==> config.mk <==
export PLATFORM = sky130hd
export DESIGN_NAME = mux_nto1_pipe_flat
export DESIGN_NICKNAME = d
export VERILOG_FILES = /design/src/rtl/mux_nto1_pipe_if.sv /design/src/rtl/mux_nto1_pipe.sv /design/src/flat_wrapper.sv
export SDC_FILE = /design/constraint.sdc
export NUM_CORES = 1
export LEC_CHECK = 0
export CAP_MARGIN = 20
export CORE_MARGIN = 3
export CORE_UTILIZATION = 48
export CTS_BUF_LIST = sky130_fd_sc_hd__clkbuf_4 sky130_fd_sc_hd__clkbuf_8
export DETAILED_ROUTE_END_ITERATION = 16
export PLACE_DENSITY = 0.89
export SKIP_CTS_REPAIR_TIMING = 1
export SYNTH_ARGS = -nofsm -noshare
export SYNTH_HDL_FRONTEND = slang
export SYNTH_SLANG_ARGS = --single-unit
==> constraint.sdc <==
create_clock -name clk -period 4.6 [get_ports clk]
set_input_delay 0.46 -clock clk [delete_from_list [all_inputs] [get_ports clk]]
set_output_delay 0.46 -clock clk [all_outputs]
set_load 0.1 [all_outputs]
==> src/rtl/mux_nto1_pipe_if.sv <==
// Handshake bundle for mux_nto1_pipe: producer side (din/sel/in_valid), consumer side
// (dout/out_valid/out_ready) and the debug status outputs.
interface mux_nto1_pipe_if #(
  parameter int WIDTH  = 32,
  parameter int NUM_IN = 4
);
  localparam int SEL_W = $clog2(NUM_IN);

  logic [WIDTH*NUM_IN-1:0] din;
  logic [SEL_W-1:0]        sel;
  logic                    in_valid;
  logic                    in_ready;
  logic [WIDTH-1:0]        dout;
  logic                    out_valid;
  logic                    out_ready;
  logic                    sel_err;
  logic [15:0]             xfer_cnt;

  modport master (
    output din, sel, in_valid, out_ready,
    input  in_ready, dout, out_valid, sel_err, xfer_cnt
  );

  modport slave (
    input  din, sel, in_valid, out_ready,
    output in_ready, dout, out_valid, sel_err, xfer_cnt
  );
endinterface

==> src/rtl/mux_nto1_pipe.sv <==
// Registered N-to-1 select with valid/ready handshake and a 2-entry skid buffer.
// Optional macro MUX_SEL_CHECK_EN enables the sticky out-of-range select flag sel_err.
module mux_nto1_pipe #(
  parameter int WIDTH  = 32,
  parameter int NUM_IN = 4
) (
  input logic             clk,
  input logic             reset,
  mux_nto1_pipe_if.slave  bus
);
  localparam int SEL_W = $clog2(NUM_IN);

  typedef enum logic [1:0] {
    EMPTY = 2'd0,
    ONE   = 2'd1,
    TWO   = 2'd2
  } state_e;

  state_e           state_q, state_d;
  logic [WIDTH-1:0] main_q, main_d;
  logic [WIDTH-1:0] skid_q, skid_d;
  logic [15:0]      xfer_cnt_q, xfer_cnt_d;
  logic [WIDTH-1:0] word;
  logic             in_ready;
  logic             out_valid;
  logic             in_fire;
  logic             out_fire;

  // Out-of-range selects fall through every compare and yield an all-zero word.
  function automatic logic [WIDTH-1:0] select_word(input logic [WIDTH*NUM_IN-1:0] d,
                                                   input logic [SEL_W-1:0]        s);
    logic [WIDTH-1:0] w;
    w = '0;
    for (int i = 0; i < NUM_IN; i++) begin
      if (s == SEL_W'(i)) w = d[i*WIDTH +: WIDTH];
    end
    return w;
  endfunction

  assign word     = select_word(bus.din, bus.sel);
  assign in_fire  = bus.in_valid & in_ready;
  assign out_fire = out_valid & bus.out_ready;

  always_ff @(posedge clk) begin
    if (reset) begin
      state_q    <= EMPTY;
      main_q     <= '0;
      skid_q     <= '0;
      xfer_cnt_q <= '0;
    end else begin
      state_q    <= state_d;
      main_q     <= main_d;
      skid_q     <= skid_d;
      xfer_cnt_q <= xfer_cnt_d;
    end
  end

  always_comb begin
    state_d = state_q;
    case (state_q)
      EMPTY: if (in_fire) state_d = ONE;
      ONE: begin
        if (in_fire && !out_fire)      state_d = TWO;
        else if (!in_fire && out_fire) state_d = EMPTY;
      end
      TWO:     if (out_fire) state_d = ONE;
      default: state_d = EMPTY;
    endcase
  end

  // Main always holds the oldest word; skid only ever fills while main is stalled.
  always_comb begin
    main_d = main_q;
    skid_d = skid_q;
    case (state_q)
      EMPTY: if (in_fire) main_d = word;
      ONE: begin
        if (in_fire && out_fire) main_d = word;
        else if (in_fire)        skid_d = word;
      end
      TWO:     if (out_fire) main_d = skid_q;
      default: ;
    endcase
  end

  assign xfer_cnt_d = xfer_cnt_q + 16'(out_fire);

  // Handshake outputs come from registered state only, so out_ready never reaches in_ready.
  always_comb begin
    in_ready  = (state_q != TWO);
    out_valid = (state_q != EMPTY);
  end

  assign bus.in_ready  = in_ready;
  assign bus.out_valid = out_valid;
  assign bus.dout      = main_q;
  assign bus.xfer_cnt  = xfer_cnt_q;

`ifdef MUX_SEL_CHECK_EN
  logic sel_err_q, sel_err_d;
  logic sel_in_range;

  function automatic logic sel_ok(input logic [SEL_W-1:0] s);
    logic ok;
    ok = 1'b0;
    for (int i = 0; i < NUM_IN; i++) begin
      if (s == SEL_W'(i)) ok = 1'b1;
    end
    return ok;
  endfunction

  assign sel_in_range = sel_ok(bus.sel);
  assign sel_err_d    = sel_err_q | (in_fire & ~sel_in_range);

  always_ff @(posedge clk) begin
    if (reset) sel_err_q <= 1'b0;
    else       sel_err_q <= sel_err_d;
  end

  assign bus.sel_err = sel_err_q;
`else
  assign bus.sel_err = 1'b0;
`endif
endmodule

==> src/flat_wrapper.sv <==
// flat-port wrapper written by rule: the top's interface ports become plain ports
module mux_nto1_pipe_flat 
#(
  parameter int WIDTH  = 32,
  parameter int NUM_IN = 4
)
  (clk, reset, bus_din, bus_sel, bus_in_valid, bus_out_ready, bus_in_ready, bus_dout, bus_out_valid, bus_sel_err, bus_xfer_cnt);
  mux_nto1_pipe_if #(.WIDTH(WIDTH), .NUM_IN(NUM_IN)) bus_i ();
  input logic clk;
  input logic reset;
  input wire logic [$bits(bus_i.din)-1:0] bus_din;
  input wire logic [$bits(bus_i.sel)-1:0] bus_sel;
  input wire logic [$bits(bus_i.in_valid)-1:0] bus_in_valid;
  input wire logic [$bits(bus_i.out_ready)-1:0] bus_out_ready;
  output wire logic [$bits(bus_i.in_ready)-1:0] bus_in_ready;
  output wire logic [$bits(bus_i.dout)-1:0] bus_dout;
  output wire logic [$bits(bus_i.out_valid)-1:0] bus_out_valid;
  output wire logic [$bits(bus_i.sel_err)-1:0] bus_sel_err;
  output wire logic [$bits(bus_i.xfer_cnt)-1:0] bus_xfer_cnt;
  assign bus_i.din = bus_din;
  assign bus_i.sel = bus_sel;
  assign bus_i.in_valid = bus_in_valid;
  assign bus_i.out_ready = bus_out_ready;
  assign bus_in_ready = bus_i.in_ready;
  assign bus_dout = bus_i.dout;
  assign bus_out_valid = bus_i.out_valid;
  assign bus_sel_err = bus_i.sel_err;
  assign bus_xfer_cnt = bus_i.xfer_cnt;
  mux_nto1_pipe #(.WIDTH(WIDTH), .NUM_IN(NUM_IN)) u_core (.clk(clk), .reset(reset), .bus(bus_i));
endmodule
[Word level (Yosys, flattened, before mapping)]
Cells that the tools add are included.
Cells by class
  add/sub/neg operators: 1
  equality and inequality tests: 10
  muxes and demuxes: 13
  bitwise operators: 3
  reduce and logical (&&, ||, !) cells: 12
Operators with widths (number)
  $mux W32: 7
  $pmux W32 S3: 1
  $add A16 B1 Y16: 1
  $mux W2: 4
  $eq A2 B2 Y1 const B: 3
  $ne A2 B1 Y1 const B: 3
  $pmux W2 S3: 1
  $reduce_and A3 Y1: 2
  $eq A2 B1 Y1 const B: 2
  $logic_not A2 Y1: 2
  $reduce_and A4 Y1: 1
  $logic_and A1 B1 Y1: 3
  $ne A3 B1 Y1 const B: 1
  $reduce_bool A3 Y1: 1
  $and A1 B1 Y1: 2
  $logic_not A1 Y1: 2
  $ne A2 B2 Y1 const B: 1
  $reduce_bool A2 Y1: 1
  $not A1 Y1: 1
Word-level totals
  register bits: 82
  input bits: 134
  output and inout bits: 51
  logic and storage cells: 43

[Logic depth before layout (Yosys ltp)]
Gate-level depths: netlist of run 1.
  word-level depth: 7
  depth in mapped cells: 7
  mapped depth without buffers: 7

[Worst setup path before layout of run 1]
Ideal clock, no wire load.
  path kind: register -> register
  start point: register u_core.xfer_cnt_q[0], in the netlist u_core.bus.xfer_cnt[0]
  end point: register u_core.xfer_cnt_q[14], in the netlist u_core.bus.xfer_cnt[14]
  library setup time: 123 ps
  arrival time: 2246 ps
  required time: 4477 ps
  slack: 2230 ps
  cell stages (with the launch flop): 6
  path buffers: 0
  clock period less this slack: 2370 ps
  cell sequence: dfxtp_1 ha_1 ha_1 nand4_1 nor4_1 mux2_1
Between the ends
  longest elaborated chain between the ends: 1
RTL lines
  start: declaration: RTL line mux_nto1_pipe.sv:22  | logic [15:0] xfer_cnt_q, xfer_cnt_d;
  start signal: assignment: RTL line mux_nto1_pipe.sv:54  | xfer_cnt_q <= xfer_cnt_d;
  $add A16 B1 Y16: RTL line mux_nto1_pipe.sv:86  | assign xfer_cnt_d = xfer_cnt_q + 16'(out_fire);
No other way between the ends.
A chain may end at the register's enable or synchronous reset.

[Worst setup path after layout of run 1]
  start point: register u_core.state_q[1]
  end point: output port bus_in_ready
Between the ends
  longest elaborated chain between the ends: 1
RTL lines
  start: declaration: RTL line mux_nto1_pipe.sv:19  | state_e state_q, state_d;
  start signal: assignment: RTL line mux_nto1_pipe.sv:51  | state_q <= state_d;
  $ne A2 B2 Y1: RTL line mux_nto1_pipe.sv:90  | in_ready = (state_q != TWO);
  end: declaration: RTL line flat_wrapper.sv:15  | output wire logic [$bits(bus_i.in_ready)-1:0] bus_in_ready;
No other way between the ends.

==> run_results.csv, run 1 <==
group,metric,value,unit
outcome,outcome,"complete, no violations",
sta,clock_skew,0.00801,ns
min_path,hold_path.class,"register to register",
global_route,grt_first_pass_wirelength,18.7,mm
logic_synthesis,ys_top_cells_by_count,"82 x dfxtp_1, 66 x nand2_1, 40 x nor2_1",
sta,tightestPinTransition,1.02,ns
logic_synthesis,netlist.area_leader.share,0.360,
setup_path,cp.depth,4,
power_and_ir_drop,p_sw_frac,0.329,
route,drcViolationCount,0,
floorplanning,start_util,0.508,
logic_synthesis,ys_ff_latch,82,
logic_synthesis,synth_edf_count,0,
placed_design,portBuffers,183,
logic_synthesis,synthTopCellsByArea,"dfxtp_1 36%, mux4_2 16%, a311oi_2 9.9%, mux2i_1 7.2%, nand2_1 5.4%",
route,wire_per_inst,16.4,µm
route,wl,11.8,mm
global_route,grt_pass1_vias,4015,
floorplanning,num_rows,34,
clock_network,root_buffer,"clkbuf_8",
min_path,hold-path-cell-count,2,
power_and_ir_drop,vdd_drop_max,0.221,mV
logic_synthesis,synth-async-reset-ratio,0,
route,drt_iter0_drc,84,
placed_design,gp_congestion,0.800,
logic_synthesis,yosysMostFrequentCell,"dfxtp_1",
sta,hold_viol_final,0,
job,max-cap-violations,0,
route,final_antenna_net_count,0,
sta,fmax,299,MHz
finish,area_delta_synth_final,44.1,%
setup_path,cpMaxStageDelayCell,"clkdlybuf4s50_1",
sta,fin_ws,1.25,ns
logic_synthesis,ys.warnings.count,0,
placed_design,post-dp-hpwl,8.77,mm
clock_network,cts_sinks,82,
setup_path,crit_chain,"nor2b_4 > buf_4 > inv_2 > clkdlybuf4s50_1",
setup_path,worst-path-max-fanout,34,
clock_network,ctsLongestPathBuffers,2,
sta,fin_crit_sh,0.727,
placed_design,pre_cts_ws,1.61,ns
sta,min_period,3.35,ns
clock_network,clkSlewWorstSetupHoldPaths,0.08,ns
logic_synthesis,syn-num-nets,566,
power_and_ir_drop,finalPower,1.97,mW
clock_network,htree_levels,3,
setup_path,cp_top_family,"buffers and inverters",
logic_synthesis,syn_area_per_cell,10.6,µm²
sta,setup_tns,0,ns
logic_synthesis,synthesis.area,4560,µm²
floorplanning,fp.dieW,103,µm
setup_path,cp-start-kind,"register",
floorplanning,dieArea,10700,µm²
route,first_pass_iters,4,
clock_network,tritoncts,"built",
logic_synthesis,yosys.area.top_type,"dfxtp_1",
floorplanning,die_h,103,µm
power_and_ir_drop,pwr_density_cell,301,nW/µm²
finish,nNetsFinal,723,
floorplanning,coreArea,8980,µm²
power_and_ir_drop,p_sw,0.649,mW
setup_path,critical_path_class,"register to output port",
finish,antennaDiodeCount,0,
finish,drive_gt1_frac,0.157,
sta,rsz0062_at_grt,"no",
power_and_ir_drop,p_int,1.33,mW
power_and_ir_drop,p_clk_frac,0.292,
global_route,overflow,0,
global_route,grt_max_degree,86,
logic_synthesis,synthCells,429,
setup_path,path_buf_inv,3,
setup_path,endpoint_kind,"output port",
setup_path,r2r_cells,4,
route,via_per_inst,5.58,
setup_path,cpPeakStageDelay,1.25,ns
global_route,antenna_found_initial,0,
sta,maxSlewViolCount,0,
logic_synthesis,ys_seq_area_frac,0.360,
sta,setup_violations,0,
route,num_vias,3998,
logic_synthesis,ys_types,40,
setup_path,arrival,2.89,ns
power_and_ir_drop,p_comb_frac,0.318,
global_route,grt_usage,0.218,
clock_network,cts-buffers-inserted,9,
setup_path,cp_data_required_time,4.14,ns
power_and_ir_drop,power_leakage,2.24,nW
power_and_ir_drop,seq_power_share,0.391,
sta,slew_headroom,0.317,
floorplanning,io_pins,185,
clock_network,clock_latency,0.35,ns
logic_synthesis,synth_ff_type,"dfxtp_1",
==> layer usage <==
layer  part of all wire  up-vias  GRT usage
li1                   -     1930          -
met2               0.52      164      0.389
met4              0.014        0     0.0498
met1               0.38     1887      0.257
met5                  0        -          0
met3              0.088       17     0.0644
==> cells by family (layout without fill, tap and decap cells) <==
| family | Yosys count | after routing | synth area share |
|---|---|---|---|
| buf+inv | 47 | 209 | 0.0661 |
| mux | 68 | 68 | 0.238 |
| other cells | 1 | 1 | 0.000822 |
| compound gates | 84 | 84 | 0.183 |
| xor+xnor | 3 | 3 | 0.00576 |
| flops | 82 | 82 | 0.360 |
| simple gates | 141 | 141 | 0.138 |
| fa+ha+maj | 3 | 3 | 0.00823 |
==> path summary, 6_finish.rpt <==
kind	from	end	slack (ns)
max	u_core.state_q[1]	bus_in_ready	1.25
min	u_core.skid_q[24]	u_core.skid_q[24]	0.50
max reg2reg	u_core.state_q[1]	u_core.bus.dout[11]	2.30
min reg2reg	u_core.skid_q[24]	u_core.skid_q[24]	0.50
==> registers in the layout, indices dropped and copies added (netlist names) <==
| register | cells |
|---|---|
| u_core.state_q | 2 |
| u_core.skid_q | 32 |
| u_core.bus.xfer_cnt | 16 |
| u_core.bus.dout | 32 |
==> through the flow <==
step / hold WS [ns] / cell area (µm²) / cells / util
after floorplan: 0.460 / 4560 / 429 / -
after global placement: 0.473 / 6320 / 700 / 0.704
final: 0.501 / 6570 / 717 / 0.732
after CTS: 0.503 / 6550 / 716 / 0.730
after global routing: 0.524 / 6570 / 717 / 0.732
after detailed placement: 0.482 / 6320 / 700 / 0.704
==> layout by cell type, fill, tap and decap left out, types with 4 or more instances in the layout <==
cell | netlist | final
a211oi_1 | 32 | 32
a21oi_1 | 10 | 10
a311oi_2 | 30 | 30
buf_4 | 1 | 6
clkbuf_8 | 0 | 10
clkdlybuf4s50_1 | 0 | 181
dfxtp_1 | 82 | 82
mux2i_1 | 33 | 33
mux4_2 | 32 | 32
nand2_1 | 66 | 66
nand3_1 | 4 | 4
nand4_1 | 6 | 6
nor2_1 | 40 | 40
nor2b_1 | 6 | 4
o21ai_0 | 4 | 4
o31ai_1 | 4 | 4
or3_1 | 4 | 4
or4_1 | 4 | 4
==> area by class of cell <==
class | instances | area [µm²]
clock buffers | 10 | 138
clock inverters | 6 | 90.1
fillers | 633 | 2410
inverters | 4 | 15.0
multi-input cells | 300 | 2650
flip-flops and latches | 82 | 1640
well taps | 126 | 158
repair buffers | 189 | 1880
==> worst reg2reg max path: cells and delay by family (launching register included) <==
kind	cells	cell delay [ns]
simple gates	1	0.68
compound gates	2	0.61
flops	1	0.52
buf+inv	1	0.34
==> power by group through the flow <==
stage                     sequential, mW  clock [mW]  combinational, mW
after global placement             0.787           0              0.618
after global routing               0.776       0.618              0.660
after CTS                          0.771       0.587              0.630
after detailed placement           0.788           0              0.629
final                              0.771       0.576              0.628
after floorplan                    0.989           0              0.226
Power figures use the tool's default switching activity.
==> inputs of run 2 (changes only) <==
--- a/config.mk
+++ b/config.mk
@@ -7,10 +7,10 @@
 export LEC_CHECK = 0
 export CAP_MARGIN = 20
 export CORE_MARGIN = 3
-export CORE_UTILIZATION = 48
+export CORE_UTILIZATION = 41
 export CTS_BUF_LIST = sky130_fd_sc_hd__clkbuf_4 sky130_fd_sc_hd__clkbuf_8
 export DETAILED_ROUTE_END_ITERATION = 16
-export PLACE_DENSITY = 0.89
+export PLACE_DENSITY = 0.81
 export SKIP_CTS_REPAIR_TIMING = 1
 export SYNTH_ARGS = -nofsm -noshare
 export SYNTH_HDL_FRONTEND = slang
==> constraint.sdc (replaced) <==
create_clock -name clk -period 2.8 [get_ports clk]
set_input_delay 0.28 -clock clk [delete_from_list [all_inputs] [get_ports clk]]
set_output_delay 0.28 -clock clk [all_outputs]
set_load 0.1 [all_outputs]
==> run 2 against run 1 <==
Non-clock buffer count grew 3. Global-route usage shrank 1.7 points. Cell area shrank 0.51%. Sequential power grew 65%. Worst hold slack lost 0.0062 ns. Largest cell class unchanged. Highest routed layer unchanged.
==> run_results.csv, run 2 (same netlist as run 1, synthesis figures left out) <==
group,metric,value,unit
global_route,grt_pass1_vias,4211,
global_route,overflow,0,
sta,setup_violations,0,
setup_path,r2r_cells,7,
finish,fillers,862,
sta,maxSlewViolCount,0,
finish,antennaDiodeCount,0,
placed_design,pre_cts_ws,0.258,ns
route,via_per_inst,5.61,
finish,fin_cells,730,
finish,nNetsFinal,726,
global_route,antenna_found_initial,0,
global_route,grt_first_pass_wirelength,20.6,mm
route,wire_per_inst,17.4,µm
route,first_pass_iters,4,
finish,regArea,1640,µm²
sta,clock_skew,0.0143,ns
sta,setup_tns,0,ns
finish,final_area,6540,µm²
setup_path,ff2ff_setup_slack,0.51,ns
setup_path,critical_path_class,"register to register",
global_route,grt_usage,0.201,
setup_path,arrival,2.53,ns
sta,hold_viol_final,0,
finish,multi_input_area,2650,µm²
sta,rsz0062_at_grt,"no",
floorplanning,io_pins,185,
power_and_ir_drop,finalPower,3.36,mW
route,num_vias,4097,
placed_design,gp_congestion,0.817,
placed_design,post-dp-hpwl,9.07,mm
min_path,min_from,"u_core.skid_q[1]",
clock_network,cts_sinks,82,
setup_path,r2r_end,"u_core.bus.xfer_cnt[14]",
clock_network,htree_levels,3,
floorplanning,coreArea,10600,µm²
clock_network,root_buffer,"clkbuf_8",
route,final_antenna_net_count,0,
sta,fin_ws,0.508,ns
route,drt_iter0_drc,192,
finish,area_delta_synth_final,43.4,%
min_path,hold-path-cell-count,2,
floorplanning,start_util,0.432,
finish,drive_gt1_frac,0.247,
finish,mostFrequentLayoutCell,"clkdlybuf4s50_1",
clock_network,ctsLongestPathBuffers,2,
clock_network,clock_latency,0.34,ns
job,max-cap-violations,0,
route,wl,12.7,mm
power_and_ir_drop,vdd_drop_max,0.294,mV
sta,fmax,436,MHz
sta,slew_headroom,0.449,
placed_design,place_area,6280,µm²
min_path,holdPathEnd,"u_core.skid_q[1]",
placed_design,placedCellCount,714,
clock_network,clkSlewWorstSetupHoldPaths,0.09,ns
floorplanning,die_h,111,µm
sta,hold-worst-slack,0.495,ns
setup_path,cp-start-kind,"register",
power_and_ir_drop,pwr_density_cell,514,nW/µm²
floorplanning,fp.dieW,111,µm
finish,final_cell_mix,"131 x clkdlybuf4s50_1, 82 x dfxtp_1, 66 x nand2_1",
finish,final_util,0.619,
clock_network,cts-buffers-inserted,9,
sta,min_period,2.29,ns
setup_path,cp_data_required_time,3.04,ns
route,drcViolationCount,0,
placed_design,portBuffers,183,
setup_path,r2r-start,"u_core.state_q[1]",
clock_network,tritoncts,"built",
global_route,grt_max_degree,70,
sta,fin_crit_sh,0.818,
power_and_ir_drop,power_leakage,2.37,nW
floorplanning,dieArea,12400,µm²
setup_path,endpoint_kind,"register",
sta,tightestPinTransition,0.826,ns
setup_path,worst-path-max-fanout,7,
floorplanning,num_rows,37,
min_path,hold_path.class,"register to register",
outcome,outcome,"complete, no violations",
==> run 2: worst max-delay path: stages, from the launching register on <==
cell,delay [ns]
dfxtp_1,0.53
or2_2,0.18
and2_1,0.14
ha_1,0.19
ha_1,0.21
nand4_1,0.28
nor4_1,0.30
mux2_1,0.35
==> run 2: cell type report <==
| cell class | instances | area share |
|---|---|---|
| Tap cell | 136 | 0.0260 |
| Sequential cell | 82 | 0.251 |
| Clock buffer | 12 | 0.0243 |
| Clock inverter | 4 | 0.0149 |
| Multi-Input combinational cell | 300 | 0.405 |
| Inverter | 4 | 0.00230 |
| Timing Repair Buffer | 192 | 0.276 |
==> run 2: power by group <==
group / switching (mW) / total, mW / internal [mW]
registers: 0.0401 / 1.27 / 1.23
clock network: 0.416 / 1.07 / 0.652
logic: 0.612 / 1.02 / 0.409
total: 1.07 / 3.36 / 2.29
==> run 2: worst max path at each step <==
stage / startpoint / endpoint / slack [ns] / cells after the start
after floorplan: u_core.bus.xfer_cnt[0] / u_core.bus.xfer_cnt[14] / 0.43 / 5
after global placement: bus_out_ready / u_core.bus.xfer_cnt[14] / 0.37 / 7
after detailed placement: bus_out_ready / u_core.bus.xfer_cnt[14] / 0.26 / 7
after CTS: u_core.state_q[1] / u_core.bus.xfer_cnt[14] / 0.52 / 7
after global routing: u_core.state_q[1] / u_core.bus.xfer_cnt[14] / 0.32 / 7
final: u_core.state_q[1] / u_core.bus.xfer_cnt[14] / 0.51 / 7
==> run 2: layer usage <==
metal	up-vias	routed length (µm)	part of all wire	global-route usage
met1	1977	5130	0.40	0.228
met4	0	215	0.017	0.0730
li1	1938	-	-	-
met3	20	888	0.070	0.0467
met5	-	0	0	0
met2	162	6470	0.51	0.366
==> inputs of run 3 (changes only) <==
==> constraint.sdc (replaced) <==
create_clock -name clk -period 2.1 [get_ports clk]
set_input_delay 0.21 -clock clk [delete_from_list [all_inputs] [get_ports clk]]
set_output_delay 0.21 -clock clk [all_outputs]
set_load 0.1 [all_outputs]
==> run 3 against run 2 <==
Power up 26%. First-iteration DRC count up 3.1%. Via count up 1.6%. Largest cell class unchanged.
==> run_results.csv, run 3 (same netlist as run 1, synthesis figures left out) <==
group,metric,value,unit
global_route,grt_usage,0.208,
floorplanning,coreArea,10600,µm²
setup_path,r2r-start,"u_core.state_q[1]",
setup_path,worst-path-max-fanout,7,
setup_path,path_buf_inv,0,
placed_design,post-dp-hpwl,9.65,mm
outcome,outcome,"complete, no violations",
finish,nNetsFinal,733,
sta,setup_violations,0,
clock_network,cts_sinks,82,
sta,clock_skew,0.0136,ns
setup_path,critical_path_class,"register to register",
power_and_ir_drop,power_leakage,2.38,nW
setup_path,arrival,2.16,ns
setup_path,r2r_end,"u_core.bus.xfer_cnt[14]",
min_path,hold_path.class,"primary input to register",
clock_network,cts-buffers-inserted,9,
clock_network,tritoncts,"built",
finish,mostFrequentLayoutCell,"clkdlybuf4s50_1",
global_route,antenna_found_initial,0,
global_route,grt_max_degree,46,
job,max-cap-violations,0,
global_route,grt_first_pass_wirelength,21.3,mm
sta,min_period,1.92,ns
setup_path,crit_chain,"or2_4 > and2_4 > ha_4 > ha_4 > nand4_1 > nor4_1 > mux2_1",
floorplanning,dieArea,12400,µm²
sta,fmax,520,MHz
floorplanning,start_util,0.432,
placed_design,portBuffers,183,
floorplanning,fp.dieW,111,µm
global_route,grt_pass1_vias,4460,
sta,hold_viol_final,0,
finish,fin_cells,737,
finish,final_util,0.624,
finish,area_delta_synth_final,44.5,%
setup_path,cp_top_family,"simple AND/OR/NAND/NOR gates",
clock_network,clock_latency,0.35,ns
route,drcViolationCount,0,
clock_network,ctsLongestPathBuffers,2,
route,first_pass_iters,5,
clock_network,root_buffer,"clkbuf_8",
sta,slew_headroom,0.545,
sta,tightestPinTransition,0.682,ns
setup_path,cpPeakStageDelay,0.44,ns
sta,rsz0062_at_grt,"no",
clock_network,clkSlewWorstSetupHoldPaths,0.08,ns
route,drt_iter0_drc,198,
setup_path,ff2ff_setup_slack,0.18,ns
finish,antennaDiodeCount,0,
floorplanning,num_rows,37,
setup_path,cpMaxStageDelayCell,"dfxtp_2",
power_and_ir_drop,pwr_density_cell,641,nW/µm²
setup_path,cp.depth,7,
placed_design,gp_congestion,0.746,
power_and_ir_drop,vdd_drop_max,0.371,mV
global_route,overflow,0,
route,final_antenna_net_count,0,
setup_path,cp-start-kind,"register",
sta,fin_crit_sh,0.916,
setup_path,startpoint,"u_core.state_q[1]",
setup_path,r2r_cells,7,
floorplanning,die_h,111,µm
route,wl,13.0,mm
clock_network,htree_levels,3,
route,wire_per_inst,17.6,µm
route,num_vias,4164,
placed_design,placedCellCount,721,
setup_path,cpMostUsedCell,"ha_4",
route,via_per_inst,5.65,
sta,maxSlewViolCount,0,
floorplanning,io_pins,185,
setup_path,endpoint_kind,"register",
finish,drive_gt1_frac,0.273,
finish,final_cell_mix,"130 x clkdlybuf4s50_1, 75 x dfxtp_1, 66 x nand2_1",
setup_path,critPathCapture,"u_core.bus.xfer_cnt[14]",
setup_path,cp_data_required_time,2.33,ns
min_path,hold-path-cell-count,2,
## run 3: cell types whose count changed in the layout (fill, tap and decap cells not counted), sizes merged
cell	delta
buf	+8
bufinv	-2
clkinvlp	+2
clkdlybuf4s50	-1
## run 3: worst min path at each step
stage,start,end,slack [ns]
2_1_floorplan,bus_out_ready,u_core.state_q[1],0.28
3_3_place_gp,u_core.skid_q[23],u_core.bus.dout[23],0.47
3_5_place_dp,u_core.skid_q[24],u_core.bus.dout[24],0.48
4_1_cts,reset,u_core.bus.xfer_cnt[3],0.31
5_1_grt,reset,u_core.bus.xfer_cnt[3],0.32
6_report,reset,u_core.bus.xfer_cnt[3],0.33
## run 3: per-stage QoR
step / total power [mW] / hold WS, ns / setup TNS (ns) / worst slack (ns) / area [µm²]
2_1_floorplan: 2.67 / 0.282 / -0.0475 / -0.0475 / 4600
3_5_place_dp: 3.11 / 0.478 / 0 / 0.0174 / 6390
3_3_place_gp: 3.08 / 0.470 / 0 / 0.108 / 6390
5_1_grt: 4.39 / 0.320 / 0 / 0.0267 / 6590
4_1_cts: 4.27 / 0.311 / 0 / 0.151 / 6590
6_report: 4.22 / 0.330 / 0 / 0.176 / 6590
## run 3: area by class of cell
class	instances	area [µm²]
fill	877	3970
tap	136	170
sequential	82	1650
inverter	4	15.0
timing repair buffer	199	1880
clock inverter	4	52.6
multi-input combinational	300	2680
clock buffer	12	146
## run 3: metal layers
metal | global-route usage | wire, µm
met1 | 0.218 | 4810
met4 | 0.0479 | 149
met5 | 0 | 0
met2 | 0.408 | 7050
met3 | 0.0603 | 950
## run 3: report_power, final
part	internal (mW)	switching (mW)
Clock	0.590	0.562
Combinational	0.556	0.822
Sequential	1.64	0.0529
